==> src/rtl/fu_cdb_arbiter_pkg.sv <==
// Shared types and defaults for the functional-unit to CDB arbiter.
package fu_cdb_arbiter_pkg;

   localparam int XLEN      = 32;
   localparam int DEF_N_FU  = 4;
   localparam int DEF_N_CDB = 2;
   localparam int DEF_TAG_W = 5;

   // Result packet produced by each functional unit.
   typedef struct packed {
      logic [XLEN-1:0] alu_result;
      logic            take_branch;
   } FU_RS_PACKET;

   // One common-data-bus broadcast.
   typedef struct packed {
      logic                 valid;
      logic [DEF_TAG_W-1:0] tag;
      logic [XLEN-1:0]      value;
      logic                 take_branch;
   } CDB_PACKET;

   // (base + offset) mod n, for base < n and offset <= n.
   function automatic int wrap_index(input int base, input int offset, input int n);
      int sum;
      sum = base + offset;
      return (sum >= n) ? sum - n : sum;
   endfunction

endpackage

==> src/rtl/cdb_rr_picker.sv <==
// Round-robin multi-grant picker: starting at ptr, grants the first N_CDB
// requesters in circular order; the k-th grant is reported on port k.
module cdb_rr_picker
   import fu_cdb_arbiter_pkg::*;
#(
   parameter int N_FU  = DEF_N_FU,
   parameter int N_CDB = DEF_N_CDB,
   parameter int PTR_W = (N_FU > 1) ? $clog2(N_FU) : 1
) (
   input  logic [N_FU-1:0]             req,
   input  logic [PTR_W-1:0]            ptr,
   output logic [N_FU-1:0]             grant,
   output logic [N_CDB-1:0][PTR_W-1:0] port_idx,
   output logic [N_CDB-1:0]            port_valid
);

   // Circular scan from ptr, handing out ports in the order requesters are found.
   always_comb begin
      int n_found;
      // NOTE: every output gets a default before the loops so no path can leave a latch.
      grant      = '0;
      port_idx   = '0;
      port_valid = '0;
      n_found    = 0;
      for (int s = 0; s < N_FU; s++) begin
         for (int i = 0; i < N_FU; i++) begin
            if (i == wrap_index(int'(ptr), s, N_FU) && req[i] && n_found < N_CDB) begin
               grant[i] = 1'b1;
               for (int k = 0; k < N_CDB; k++) begin
                  if (k == n_found) begin
                     port_idx[k]   = PTR_W'(i);
                     port_valid[k] = 1'b1;
                  end
               end
               n_found = n_found + 1;
            end
         end
      end
   end

endmodule

==> src/rtl/fu_cdb_arbiter.sv <==
// Functional-unit result arbiter: each FU owns one holding slot; up to N_CDB
// occupied slots are broadcast per cycle on registered CDB ports, with a
// round-robin pointer for fairness.
module fu_cdb_arbiter
   import fu_cdb_arbiter_pkg::*;
#(
   parameter int N_FU  = DEF_N_FU,
   parameter int N_CDB = DEF_N_CDB,
   parameter int TAG_W = DEF_TAG_W   // must match DEF_TAG_W, the CDB_PACKET tag width
) (
   input  logic                        clock,
   input  logic                        reset,
   input  logic                        squash,
   input  logic [N_FU-1:0]             fu_result_valid,
   input  FU_RS_PACKET [N_FU-1:0]      fu_rs,
   input  logic [N_FU-1:0][TAG_W-1:0]  fu_tag,
   output logic [N_FU-1:0]             fu_ack,
   output CDB_PACKET [N_CDB-1:0]       cdb
);

   localparam int PTR_W = (N_FU > 1) ? $clog2(N_FU) : 1;

   logic [N_FU-1:0]             buf_v;
   logic [N_FU-1:0][TAG_W-1:0]  buf_tag;
   logic [N_FU-1:0][XLEN-1:0]   buf_value;
   logic [N_FU-1:0]             buf_br;
   logic [PTR_W-1:0]            rr_ptr;
   logic [PTR_W-1:0]            rr_ptr_next;

   logic [N_FU-1:0]             grant;
   logic [N_CDB-1:0][PTR_W-1:0] port_idx;
   logic [N_CDB-1:0]            port_valid;
   CDB_PACKET [N_CDB-1:0]       cdb_next;

   cdb_rr_picker #(
      .N_FU  (N_FU),
      .N_CDB (N_CDB),
      .PTR_W (PTR_W)
   ) u_picker (
      .req        (buf_v),
      .ptr        (rr_ptr),
      .grant      (grant),
      .port_idx   (port_idx),
      .port_valid (port_valid)
   );

   // A slot accepts a new result when it is empty or draining this cycle;
   // nothing is accepted during a squash or while reset is held.
   assign fu_ack = fu_result_valid & (~buf_v | grant) & {N_FU{~squash & reset}};

   // Gather granted slot contents per port and advance the pointer past the last grant.
   always_comb begin
      logic [PTR_W-1:0] last_idx;
      last_idx = rr_ptr;
      for (int k = 0; k < N_CDB; k++) begin
         cdb_next[k] = '0;
         if (port_valid[k]) begin
            cdb_next[k].valid       = 1'b1;
            cdb_next[k].tag         = buf_tag[port_idx[k]];
            cdb_next[k].value       = buf_value[port_idx[k]];
            cdb_next[k].take_branch = buf_br[port_idx[k]];
            last_idx                = port_idx[k];
         end
      end
      rr_ptr_next = PTR_W'(wrap_index(int'(last_idx), 1, N_FU));
   end

   // Slot occupancy and round-robin pointer.
   always_ff @(posedge clock or negedge reset) begin
      // NOTE: state is updated with <= so every register samples pre-edge values whatever the block order.
      if (!reset) begin
         buf_v  <= '0;
         rr_ptr <= '0;
      end else if (squash) begin
         buf_v  <= '0;
         rr_ptr <= '0;
      end else begin
         for (int i = 0; i < N_FU; i++) begin
            if (fu_ack[i])
               buf_v[i] <= 1'b1;     // fill, including drain-and-refill
            else if (grant[i])
               buf_v[i] <= 1'b0;     // drained with nothing behind it
         end
         if (|grant)
            rr_ptr <= rr_ptr_next;
      end
   end

   // Slot payload capture on acknowledge.
   always_ff @(posedge clock or negedge reset) begin
      // NOTE: payload registers are reset as well so no X ever reaches the CDB in simulation.
      if (!reset) begin
         buf_tag   <= '0;
         buf_value <= '0;
         buf_br    <= '0;
      end else begin
         for (int i = 0; i < N_FU; i++) begin
            if (fu_ack[i]) begin
               buf_tag[i]   <= fu_tag[i];
               buf_value[i] <= fu_rs[i].alu_result;
               buf_br[i]    <= fu_rs[i].take_branch;
            end
         end
      end
   end

   // Registered CDB broadcast; each result is presented for exactly one cycle.
   always_ff @(posedge clock or negedge reset) begin
      if (!reset)
         cdb <= '0;
      else if (squash)
         cdb <= '0;
      else
         cdb <= cdb_next;
   end

endmodule
==> config.mk <==
export PLATFORM = sky130hd
export DESIGN_NAME = fu_cdb_arbiter
export DESIGN_NICKNAME = d
export VERILOG_FILES = /design/src/rtl/fu_cdb_arbiter_pkg.sv /design/src/rtl/cdb_rr_picker.sv /design/src/rtl/fu_cdb_arbiter.sv
export SDC_FILE = /design/constraint.sdc
export NUM_CORES = 1
export LEC_CHECK = 0
export CORE_UTILIZATION = 40
export CTS_CLUSTER_SIZE = 40
export DETAILED_ROUTE_END_ITERATION = 8
export PLACE_DENSITY_LB_ADDON = 0.2
export SETUP_SLACK_MARGIN = 0.1
export SLEW_MARGIN = 5
export SYNTH_ARGS = -nofsm -noshare
export SYNTH_HDL_FRONTEND = slang
export SYNTH_SLANG_ARGS = --single-unit
==> constraint.sdc <==
create_clock -name clock -period 17.4 [get_ports clock]
set_clock_uncertainty 0.05 [all_clocks]
set_input_delay 4.35 -clock clock [delete_from_list [all_inputs] [get_ports clock]]
set_output_delay 4.35 -clock clock [all_outputs]
set_load 0.05 [all_outputs]
==> out/metrics.yaml <==
synthesis:
  async_flop_share_pct: 100
  synth_seq_cells: 236
  synthesis.area_um2: 12400
  synthFlopType: "dfrtp_1"
  syn_avg_cell_area_um2: 9.04
  synth_nets: 1566
  synth_cells: 1367
  ys.warnings.count: 0
  synth_edf_count: 0
  yosysSeqAreaShare_pct: 47.8
  ys_types: 74
sta:
  rsz0062_at_grt: "no"
  fin_ws_ps: 1080
  slew_violations: 0
  post-route-period-util_pct: 93.8
  finalSetupTns_ps: 0
  tightest_slew_ps: 1120
  finalHoldViolCount: 0
  slew_headroom_pct: 24.9
  setup_violations: 0
  max_freq_ghz: 0.0613
  layout_min_cycle_time_ps: 16320
clock_tree:
  clkSinkCount: 236
  cts.path.max_buffers: 3
  clk_root_buffer_cell: "clkbuf_16"
  clk_pin_slew_ps: 60
  htreeDepth: 1
  post-cts-setup-buffers: 0
  cts_buffers: 27
  clk_latency_ps: 540
  cts_tree: "done"
global_route:
  grt_pass1_wl_um: 66800
  grt_max_degree: 92
  grtUsageTotal_pct: 28.0
  antenna_found_initial: 1
  grt-ovfl-total: 0
  grt_pass1_vias: 11400
die:
  die_y_um: 178
  die_area_um2: 31600
  rows: 63
  pin_count: 241
  core_area_um2: 30000
  die-width_um: 178
  start_util_pct: 41.1
worst_setup_path:
  cpLargestDelayFamily: "simple AND/OR/NAND/NOR gates"
  cp-start-kind: "flop"
  reg2reg_depth: 54
  slowest_delay_ps: 660
  critPathKind: "flop to output port"
  cp.required_ps: 13000
  rr_endpoint: "cdb[15]$_DFF_PN0_"
  path_max_fanout: 14
  critical_path_buf_inv_count: 8
  path_common_cell: "ha_1"
  r2r-start: "rr_ptr[0]$_DFFE_PN0P_"
  cp.arrival_ps: 11920
  reg2reg_slack_ps: 3840
  cp.depth: 51
  cp_slowest_cell: "dfrtp_1"
  endpoint_kind: "output port"
min_path:
  hold_end: "buf_value[89]$_DFFE_PN0P_"
  hp-start: "buf_value[89]$_DFFE_PN0P_"
  hold_class: "flop to flop"
  holdPathStages: 2
route:
  drt_iter0_drc: 798
  vias: 11300
  antenna_left: 0
  first_pass_iters: 5
  drt_wl_total_um: 43700
  wire_per_inst_um: 21.8
  drt-vias-per-instance: 5.66
  route.detailed.drc: 0
power:
  power_density_nw_per_um2: 169
  irDropWorstVdd_uv: 105
  leakage_nw: 7.40
cells_and_area:
  layout_commonest_cell: "nand2_1"
  antenna_cells: 0
  drive_gt1_share_pct: 10.8
  mostFrequentLayoutCells: "nand2_1, dfrtp_1, clkdlybuf4s50_1"
  nets: 1792
  syn_to_final_growth_pct: 31.8
run:
  drv_cap: 0
placed_design:
  portBuffers: 240
  gp_congestion: 0.978
  post-place-ws_ps: 1290
  hpwl_um: 28900
status:
  outcome: "finished clean"
## synthesized netlist by cell type (5+ instances only)
cell | n | area (um^2)
a221oi_1 | 40 | 350
o21ai_0 | 8 | 40.0
nor2_1 | 27 | 101
nor2b_1 | 5 | 31.3
mux2_2 | 38 | 428
buf_2 | 20 | 100
buf_1 | 5 | 18.8
nand4_1 | 5 | 31.3
nand3_1 | 10 | 50.1
inv_1 | 34 | 128
nor3_1 | 12 | 60.1
nor3b_1 | 5 | 37.5
dfrtp_1 | 236 | 5910
clkbuf_1 | 65 | 244
nand2_1 | 527 | 1980
o211ai_1 | 5 | 37.5
a31oi_1 | 9 | 56.3
ha_1 | 39 | 488
xnor2_1 | 6 | 52.6
o31ai_1 | 5 | 37.5
and2_1 | 43 | 269
a211oi_1 | 44 | 330
a311oi_1 | 75 | 657
or3_1 | 6 | 37.5
a21oi_1 | 8 | 40.0
## cell type report
| cell class | instances | area [um^2] |
|---|---|---|
| clock buffers | 40 | 805 |
| clock inverters | 9 | 128 |
| fillers | 2742 | 13800 |
| inverters | 38 | 143 |
| multi-input cells | 996 | 5970 |
| flip-flops and latches | 236 | 5910 |
| well taps | 390 | 488 |
| repair buffers | 294 | 2840 |
## power by group
part	internal, mW	total, mW	switching, mW
Clock	0.363	0.596	0.233
Combinational	0.469	1.36	0.886
Sequential	0.697	0.797	0.100
Total	1.53	2.75	1.22
## sequential cells by signal, summed over array words and instances (netlist names)
register	cells
buf_br	4
buf_value	128
buf_v	4
rr_ptr	2
cdb	78
buf_tag	20
## worst max path at each step
stage,startpoint,end,slack (ps)
after global routing,rr_ptr[0]$_DFFE_PN0P_,fu_ack[3],120
after floorplan,rr_ptr[0]$_DFFE_PN0P_,fu_ack[3],1550
after global placement,rr_ptr[0]$_DFFE_PN0P_,fu_ack[3],1520
final,rr_ptr[0]$_DFFE_PN0P_,fu_ack[3],1080
after detailed placement,rr_ptr[0]$_DFFE_PN0P_,fu_ack[3],1290
after CTS,rr_ptr[0]$_DFFE_PN0P_,fu_ack[3],650
## metrics by stage
stage | area [um^2] | std cells | util [%] | hold WS [ps] | power (mW)
floorplan | 12400 | 1367 | - | 409 | 1.66
global placement | 15300 | 1954 | 51.0 | 425 | 2.14
detailed placement | 15300 | 1954 | 51.0 | 427 | 2.15
CTS | 16300 | 2003 | 54.1 | 443 | 2.75
global route | 16300 | 2003 | 54.2 | 467 | 2.90
finish | 16300 | 2003 | 54.2 | 443 | 2.75
## worst min-delay path, delay by kind of cell, from the launching register on
family           cells  cell delay, ps
and+or+nand+nor      2             110
DFF                  1             350
## routing by layer
| metal | share of wire [%] | global-route usage (%) | vias to the layer above |
|---|---|---|---|
| met3 | 8.0 | 5.93 | 94 |
| met5 | 0.027 | 0 | - |
| met1 | 43 | 37.3 | 5572 |
| li1 | - | - | 5176 |
| met4 | 3.7 | 10.3 | 2 |
| met2 | 46 | 44.7 | 498 |
## kinds of logic (layout without fill, tap and decap cells)
| kind of cell | count (synthesis) | in the layout | share of synthesized area (%) |
|---|---|---|---|
| flip-flops | 236 | 236 | 47.8 |
| multiplexers | 40 | 40 | 3.67 |
| buffers and inverters | 135 | 381 | 4.64 |
| AND/OR/NAND/NOR | 669 | 669 | 23.1 |
| AO/OA/AOI/OAI | 235 | 235 | 15.4 |
| XOR/XNOR | 12 | 12 | 1.22 |
| adder cells (fa/ha/maj) | 40 | 40 | 4.11 |
## what timing repair did
| action | CTS | global route |
|---|---|---|
| hold buffers | 0 | 0 |
| gates resized for setup | 0 | 2 |
| hold endpoints to repair | 0 | 0 |
| setup endpoints to repair | 0 | 2 |
Note: power is estimated with default switching activity, not from simulation.
